$ cat config.mk
export PLATFORM = sky130hd
export DESIGN_NAME = pulse_period_meter
export DESIGN_NICKNAME = d
export VERILOG_FILES = /design/src/rtl/pulse_period_meter_pkg.sv /design/src/rtl/sync_edge_detect.sv /design/src/rtl/pulse_period_meter.sv
export SDC_FILE = /design/constraint.sdc
export NUM_CORES = 1
export LEC_CHECK = 0
export ABC_AREA = 1
export CORE_ASPECT_RATIO = 1.75
export CORE_UTILIZATION = 55
export CTS_BUF_LIST = sky130_fd_sc_hd__clkbuf_4 sky130_fd_sc_hd__clkbuf_8
export DETAILED_ROUTE_END_ITERATION = 7
export PLACE_DENSITY = 0.83
export SYNTH_ARGS = -nofsm -noshare
export SYNTH_HDL_FRONTEND = slang
export SYNTH_SLANG_ARGS = --single-unit
export TNS_END_PERCENT = 1
$ cat constraint.sdc
create_clock -name CLOCK_50 -period 2 [get_ports CLOCK_50]
set_input_delay 0.4 -clock CLOCK_50 [delete_from_list [all_inputs] [get_ports CLOCK_50]]
set_output_delay 0.4 -clock CLOCK_50 [all_outputs]
set_load 0.01 [all_outputs]
$ cat src/rtl/pulse_period_meter_pkg.sv
// Shared types and constants for the pulse period meter and its synchronizer.
package pulse_period_meter_pkg;

  // Measurement state machine.
  typedef enum logic [1:0] {
    StIdle    = 2'd0,
    StHigh    = 2'd1,
    StLow     = 2'd2,
    StTimeout = 2'd3
  } state_e;

  localparam int unsigned CntWDefault       = 24;
  localparam int unsigned OvrWDefault       = 16;
  localparam int unsigned SyncStagesDefault = 2;

  // Saturation ceilings for the default widths.
  localparam logic [CntWDefault-1:0] CntMaxDefault = '1;
  localparam logic [OvrWDefault-1:0] OvrMaxDefault = '1;

endpackage

$ cat src/rtl/sync_edge_detect.sv
// Multi-flop synchronizer for an asynchronous level, with a history flop that
// yields single-cycle rise and fall strobes in the destination clock domain.
module sync_edge_detect #(
  parameter int unsigned SYNC_STAGES = 2
) (
  input  logic clk_i,
  input  logic rst_i,
  input  logic d_i,
  output logic ps_o,
  output logic rise_o,
  output logic fall_o
);

  logic [SYNC_STAGES-1:0] sync_q;
  logic                   hist_q;

  always_ff @(posedge clk_i) begin
    if (rst_i) begin
      sync_q <= '0;
      hist_q <= 1'b0;
    end else begin
      sync_q <= {sync_q[SYNC_STAGES-2:0], d_i};
      hist_q <= sync_q[SYNC_STAGES-1];
    end
  end

  assign ps_o   = sync_q[SYNC_STAGES-1];
  assign rise_o = ps_o & ~hist_q;
  assign fall_o = ~ps_o & hist_q;

endmodule

$ cat src/rtl/pulse_period_meter.sv
// Measures period and high time of the generator pulse train in CLOCK_50
// cycles, flags a stalled input, and counts overflow strobes.
module pulse_period_meter
  import pulse_period_meter_pkg::*;
#(
  parameter int unsigned CNT_W       = CntWDefault,
  parameter int unsigned SYNC_STAGES = SyncStagesDefault,
  parameter int unsigned OVR_W       = OvrWDefault
) (
  input  logic             CLOCK_50,
  input  logic             KEY0,
  input  logic             pulse_in,
  input  logic             ovrflow_in,
  output logic [CNT_W-1:0] period,
  output logic [CNT_W-1:0] high_time,
  output logic             meas_valid,
  output logic             timeout,
  output logic [OVR_W-1:0] ovr_count
);

  localparam logic [CNT_W-1:0] CntMax = '1;
  localparam logic [CNT_W-1:0] CntOne = CNT_W'(1);
  localparam logic [OVR_W-1:0] OvrMax = '1;
  localparam logic [OVR_W-1:0] OvrOne = OVR_W'(1);

  logic ps;
  logic rise;
  logic fall;

  sync_edge_detect #(
    .SYNC_STAGES(SYNC_STAGES)
  ) u_sync (
    .clk_i (CLOCK_50),
    .rst_i (KEY0),
    .d_i   (pulse_in),
    .ps_o  (ps),
    .rise_o(rise),
    .fall_o(fall)
  );

  state_e           state_q;
  logic [CNT_W-1:0] cnt_q;
  logic [CNT_W-1:0] hi_tmp_q;
  logic [CNT_W-1:0] period_q;
  logic [CNT_W-1:0] high_time_q;
  logic             meas_valid_q;
  logic             timeout_q;
  logic             cnt_sat;

  assign cnt_sat = (cnt_q == CntMax);

  // Edges always take priority over saturation so a period of exactly
  // 2^CNT_W-1 cycles still measures instead of timing out.
  always_ff @(posedge CLOCK_50) begin
    if (KEY0) begin
      state_q      <= StIdle;
      cnt_q        <= '0;
      hi_tmp_q     <= '0;
      period_q     <= '0;
      high_time_q  <= '0;
      meas_valid_q <= 1'b0;
      timeout_q    <= 1'b0;
    end else begin
      meas_valid_q <= 1'b0;
      if (!cnt_sat) begin
        cnt_q <= cnt_q + CntOne;
      end
      unique case (state_q)
        StIdle: begin
          cnt_q <= '0;
          if (rise) begin
            cnt_q   <= CntOne;
            state_q <= StHigh;
          end
        end
        StHigh: begin
          if (rise) begin
            cnt_q <= CntOne;
          end else if (fall) begin
            hi_tmp_q <= cnt_q;
            state_q  <= StLow;
          end else if (cnt_sat) begin
            timeout_q <= 1'b1;
            state_q   <= StTimeout;
          end
        end
        StLow: begin
          if (rise) begin
            period_q     <= cnt_q;
            high_time_q  <= hi_tmp_q;
            meas_valid_q <= 1'b1;
            timeout_q    <= 1'b0;
            cnt_q        <= CntOne;
            state_q      <= StHigh;
          end else if (cnt_sat && !fall) begin
            timeout_q <= 1'b1;
            state_q   <= StTimeout;
          end
        end
        StTimeout: begin
          if (rise) begin
            cnt_q   <= CntOne;
            state_q <= StHigh;
          end
        end
        default: state_q <= StIdle;
      endcase
    end
  end

  logic             ovr_prev_q;
  logic [OVR_W-1:0] ovr_cnt_q;
  logic [OVR_W-1:0] ovr_cnt_d;

  always_comb begin
    ovr_cnt_d = ovr_cnt_q;
    if (ovrflow_in && !ovr_prev_q && (ovr_cnt_q != OvrMax)) begin
      ovr_cnt_d = ovr_cnt_q + OvrOne;
    end
  end

  always_ff @(posedge CLOCK_50) begin
    if (KEY0) begin
      ovr_prev_q <= 1'b0;
      ovr_cnt_q  <= '0;
    end else begin
      ovr_prev_q <= ovrflow_in;
      ovr_cnt_q  <= ovr_cnt_d;
    end
  end

  assign period     = period_q;
  assign high_time  = high_time_q;
  assign meas_valid = meas_valid_q;
  assign timeout    = timeout_q;
  assign ovr_count  = ovr_cnt_q;

  a_valid_single: assert property (@(posedge CLOCK_50) disable iff (KEY0)
    meas_valid |=> !meas_valid);
  a_cnt_running: assert property (@(posedge CLOCK_50) disable iff (KEY0)
    (state_q != StIdle) |-> (cnt_q != '0));
  a_rise_level: assert property (@(posedge CLOCK_50) disable iff (KEY0)
    rise |-> ps);

endmodule

### After elaboration in Yosys (flattened, before gate mapping)

Index checks and enable logic that the tools add are counted.

| storage, ports and cells | value |
|---|---|
| register bits | 120 |
| input bits | 4 |
| output and inout bits | 66 |
| logic and storage cells | 63 |

| operators by class | value |
|---|---|
| $add $sub $neg | 2 |
| eq/ne operators | 12 |
| mux-type cells | 18 |
| bitwise operators | 6 |
| reductions and logical operators | 14 |

Operator list:

| cell | count |
|---|---|
| $mux W24 | 2 |
| $pmux W24 S2 | 1 |
| $add A24 B1 Y24 const B | 1 |
| $eq A24 B24 Y1 const B | 1 |
| $add A16 B1 Y16 const B | 1 |
| $ne A16 B16 Y1 const B | 1 |
| $mux W2 | 6 |
| $ne A3 B3 Y1 const B | 3 |
| $mux W1 | 7 |
| $ne A2 B2 Y1 const B | 3 |
| $pmux W2 S3 | 1 |
| $reduce_and A5 Y1 | 1 |
| $eq A2 B2 Y1 const B | 2 |
| $not A1 Y1 | 4 |
| $reduce_and A4 Y1 | 1 |
| $reduce_or A2 Y1 | 2 |
| $logic_and A1 B1 Y1 | 3 |
| $reduce_and A3 Y1 | 1 |
| $reduce_or A3 Y1 | 1 |
| $and A1 B1 Y1 | 2 |
| $eq A2 B1 Y1 const B | 1 |
| $logic_not A1 Y1 | 2 |
| $logic_not A2 Y1 | 1 |
| $ne A2 B1 Y1 const B | 1 |
| other kinds (3) | 3 |

### Longest topological paths before layout

| depth | value |
|---|---|
| depth in word-level cells | 7 |
| gate-level depth with buffers | 11 |
| gate-level depth less buffers | 11 |

### Modules after synthesis

From an unflattened synthesis, not the netlist that was laid out.

| unflattened totals | value |
|---|---|
| cell total of the unflattened synthesis | 678 |
| area total of the unflattened synthesis | 5089.9 µm² |

Modules (own cells, without submodules):

| module | times used | cells an instance | area an instance (µm²) | seq. area each (µm²) |
|---|---|---|---|---|
| pulse_period_meter | 1 | 666 | 4996.0 | 2342.2 |
| sync_edge_detect | 1 | 12 | 93.8 | 60.1 |

### Least setup slack after synthesis

No wires, ideal clock.

| timing path | value |
|---|---|
| path type | register to register |
| start point | reg ovr_cnt_q[0] (netlist: ovr_count[0]) |
| end point | reg ovr_cnt_q[0] (netlist: ovr_count[0]) |
| arrival | 1.474 ns |
| required time | 1.872 ns |
| path slack | 0.398 ns |
| cell stages (with the launch flop) | 9 |
| period minus slack after synthesis | 1.602 ns |
| cell sequence | dfxtp_1 ha_1 nand3_1 nor2_1 nand3_1 nand2_1 buf_2 xor2_1 nor2_1 |

| between the ends | value |
|---|---|
| longest elaborated chain between the ends | 2 |
| elaborated cells on any way between the ends | 3 |

Ends and longest elaborated chain:

| what | RTL line | source |
|---|---|---|
| start: declaration | pulse_period_meter.sv:112 | `logic [OVR_W-1:0] ovr_cnt_q;` |
| start signal: assignment | pulse_period_meter.sv:128 | `ovr_cnt_q <= ovr_cnt_d;` |
| branches (longest 2 deep; another with $add A16 B1 Y16) | -- |  |

Parallel ways; which one is timed is not known.
A chain may end at the register's enable or synchronous reset.

### Final worst setup path

| timing path | value |
|---|---|
| start point | reg ovr_cnt_q[8] (netlist: ovr_count[8]) |
| end point | out ovr_count[8] |

RTL lines:

| what | RTL line | source |
|---|---|---|
| end: declaration | pulse_period_meter.sv:18 | `output logic [OVR_W-1:0] ovr_count` |

No word-level cell between the ends.

==> results.cfg <==
[route]
wl_um = 15100
first_pass_iters = 5
num_vias = 5173
wire_per_inst_um = 16.1
drt_iter0_drc = 373
via_per_inst = 5.54
drc = 0
ant_nets = 0

[clocking]
cts_root_buffer = clkbuf_8
cts_buffers = 17
clockBufferDepth = 2
post-cts-setup-buffers = 0
clock_latency_ns = 0.43
htreeDepth = 4
cts_sinks = 120
clkTransAtPathRegs_ns = 0.07
cts_tree = built
postCtsHoldBufs = 0
post_cts_resized = 0

[power_and_ir_drop]
seq_power_share_pct = 43.7
pwr-share-comb_pct = 15.1
cellPowerDensity_nw_per_um2 = 855
p_int_mw = 4.01
clkPwrFrac_pct = 41.2
p_leak_nw = 2.36
ir_worst_vdd_mv = 0.498
power.switching_mw = 1.62
netSwitchingFraction_pct = 28.7

[setup_path]
cp_slowest_cell = clkdlybuf4s50_1
cp_cell_sequence = clkdlybuf4s50_1
critPathMaxStageDelay_ns = 0.59
reg2reg_from = ovr_count[0]
critPathMaxFanout = 5
startpoint = ovr_count[8]
worstSetupPathType = register to primary output
cp_num_buf_inv = 1
startpoint_type = register
arrival_ns = 1.49
required_ns = 1.60
critPathTopFamily = buffers and inverters
endpoint_kind = primary output

[final_layout]
n_antenna_cell = 0
nets = 809
syn2layout_area_growth_pct = 26.2
finish.utilization_pct = 72.0
multiInputGateArea_um2 = 2400
layout-drive-gt1-share_pct = 10.6
finalNonFillerCells = 933
fill_cells = 778
seqCellArea_um2 = 2400

[placement]
dp_cells = 901
dp_hpwl_um = 10800
routabilityCongestion = 0.991
portBuffers = 69

[sta]
timing_hold_violations_final = 0
tightestPinTransition_ns = 0.521
setup_tns_ns = 0
skew_ns = 0.00814
slew_viol_final = 0
relSlewSlack_pct = 65.0
period_minus_slack_ns = 1.89
hold_slack_ns = 0.417
finalCritPeriodShare_pct = 94.7
rsz0062_at_grt = false
setup_viol = 0
fmax_mhz = 528

[min_path]
hold_class = register to register
hold_start = u_sync.sync_q[0]

[global_routing]
track_usage_pct = 32.4
grt_max_degree = 89
grt_pass1_vias = 4740
grt.overflow.total = 0
grt_pass1_wl_um = 23500
antenna_found_initial = 0

[logic_synthesis]
netlist_instances = 721
synth-edff-count = 0
ys_types = 34
ys_top_cells_by_count = nand2_1, dfxtp_1, nand3_1, a21oi_1, inv_1
avgSynthCellArea_um2 = 7.24
synth_area_leaders = dfxtp_1, nand2_1, nand3_1, a21oi_1, inv_1
syn_area_um2 = 5220
yosysWarnings = 0
synth-main-ff-cell = dfxtp_1
async_flop_share_pct = 0
synth-seq-area-share_pct = 46.0
ys_seq_elements = 120
syn-num-nets = 730
synth_most_common_cell = nand2_1
synth.top_cell.area_share_pct = 46.0
yosysTopAreaCell = dfxtp_1

[die]
die_x_um = 75.7
ioPinCount = 70
fp.dieArea_um2 = 9900
row_count = 46
fp.coreArea_um2 = 9150
die_height_um = 131
start_util_pct = 57.1

[job]
maxCapViolCount = 0

[outcome]
status = completed
final timing paths:
path / endpoint / slack (ns) / depth (start not counted)
worst max-delay path: ovr_count[8] / 0.11 / 1
worst min register to register: u_sync.sync_q[1] / 0.42 / 2
worst max register to register: ovr_count[1] / 0.26 / 8
worst min-delay path: u_sync.sync_q[1] / 0.42 / 2
cells by family (layout without fill, tap and decap cells):
logic type,after synthesis,count (layout),synth area share (%)
buffers and inverters,106,198,8.05
AND/OR/NAND/NOR,356,356,31.0
AO/OA/AOI/OAI,128,128,12.7
adder cells (fa/ha/maj),5,5,1.20
XOR/XNOR,6,6,1.01
flip-flops,120,120,46.0
power groups by stage:
stage               clock, mW  sequential (mW)  combinational, mW
finish                   2.32             2.46              0.851
global route             2.45             2.46              0.925
CTS                      2.35             2.46              0.847
detailed placement          0             2.51              0.839
global placement            0             2.51              0.815
floorplan                   0             2.52              0.547
tightest hold or removal path, stage by stage (launching register included):
cell and delay [ns]:
dfxtp_1 0.30, inv_1 0.04, nor2_1 0.03
layer usage:
layer | vias up | GRT usage, % | routed length [um]
li1 | 2540 | - | -
met1 | 2425 | 32.9 | 5550
met2 | 162 | 57.6 | 8140
met3 | 46 | 7.75 | 576
met4 | 0 | 20.7 | 803
met5 | - | 0 | 0
layout make-up:
type                            instances  share of cell area, %
Tap cell                              120                   2.28
Clock inverter                         11                   2.20
Multi-Input combinational cell        495                   36.5
Inverter                               66                   3.76
Clock buffer                           21                   4.29
Sequential cell                       120                   36.5
Timing Repair Buffer                  100                   14.5
flip-flops by register name, indices dropped and copies added (netlist names):
signal and cells:
cnt_q 24, hi_tmp_q 24, high_time 24, period 24, ovr_count 16, state_q 2, u_sync.sync_q 2, meas_valid 1
ovr_prev_q 1, timeout 1, u_sync.hist_q 1
cells in the final DEF (no fill, tap or decap), types with 2 or more instances in the layout:
cell             Yosys  final
inv_1               63     63
clkdlybuf4s50_1      0     68
buf_4                2     28
o21a_1               3      3
nor2_4               2      3
ha_1                 5      5
nand2_1            149    149
clkinv_2             0      3
clkinvlp_4           0      3
a21oi_1             98     98
o21ai_0             17     17
inv_2                3      3
nand3_1             99     99
bufinv_16            0      3
nand2_2              9      9
clkbuf_8             0     20
nor3b_1              2      2
nor2_1              53     53
a31oi_1              4      4
dfxtp_1            120    120
nand3b_1             2      2
nor3_1              16     16
xor2_1               5      5
buf_12               0      3
nand4_1             17     17
nor2_2               3      2
o21ai_1              2      2
metrics by stage:
step	worst slack [ns]	power, mW	cell area, um^2
after floorplan	0.398	3.07	5220
after global placement	0.307	3.32	6160
after detailed placement	0.289	3.35	6160
after CTS	0.100	5.65	6590
after global routing	0.0649	5.83	6590
final	0.107	5.63	6590
(Power assumes the default switching activity.)
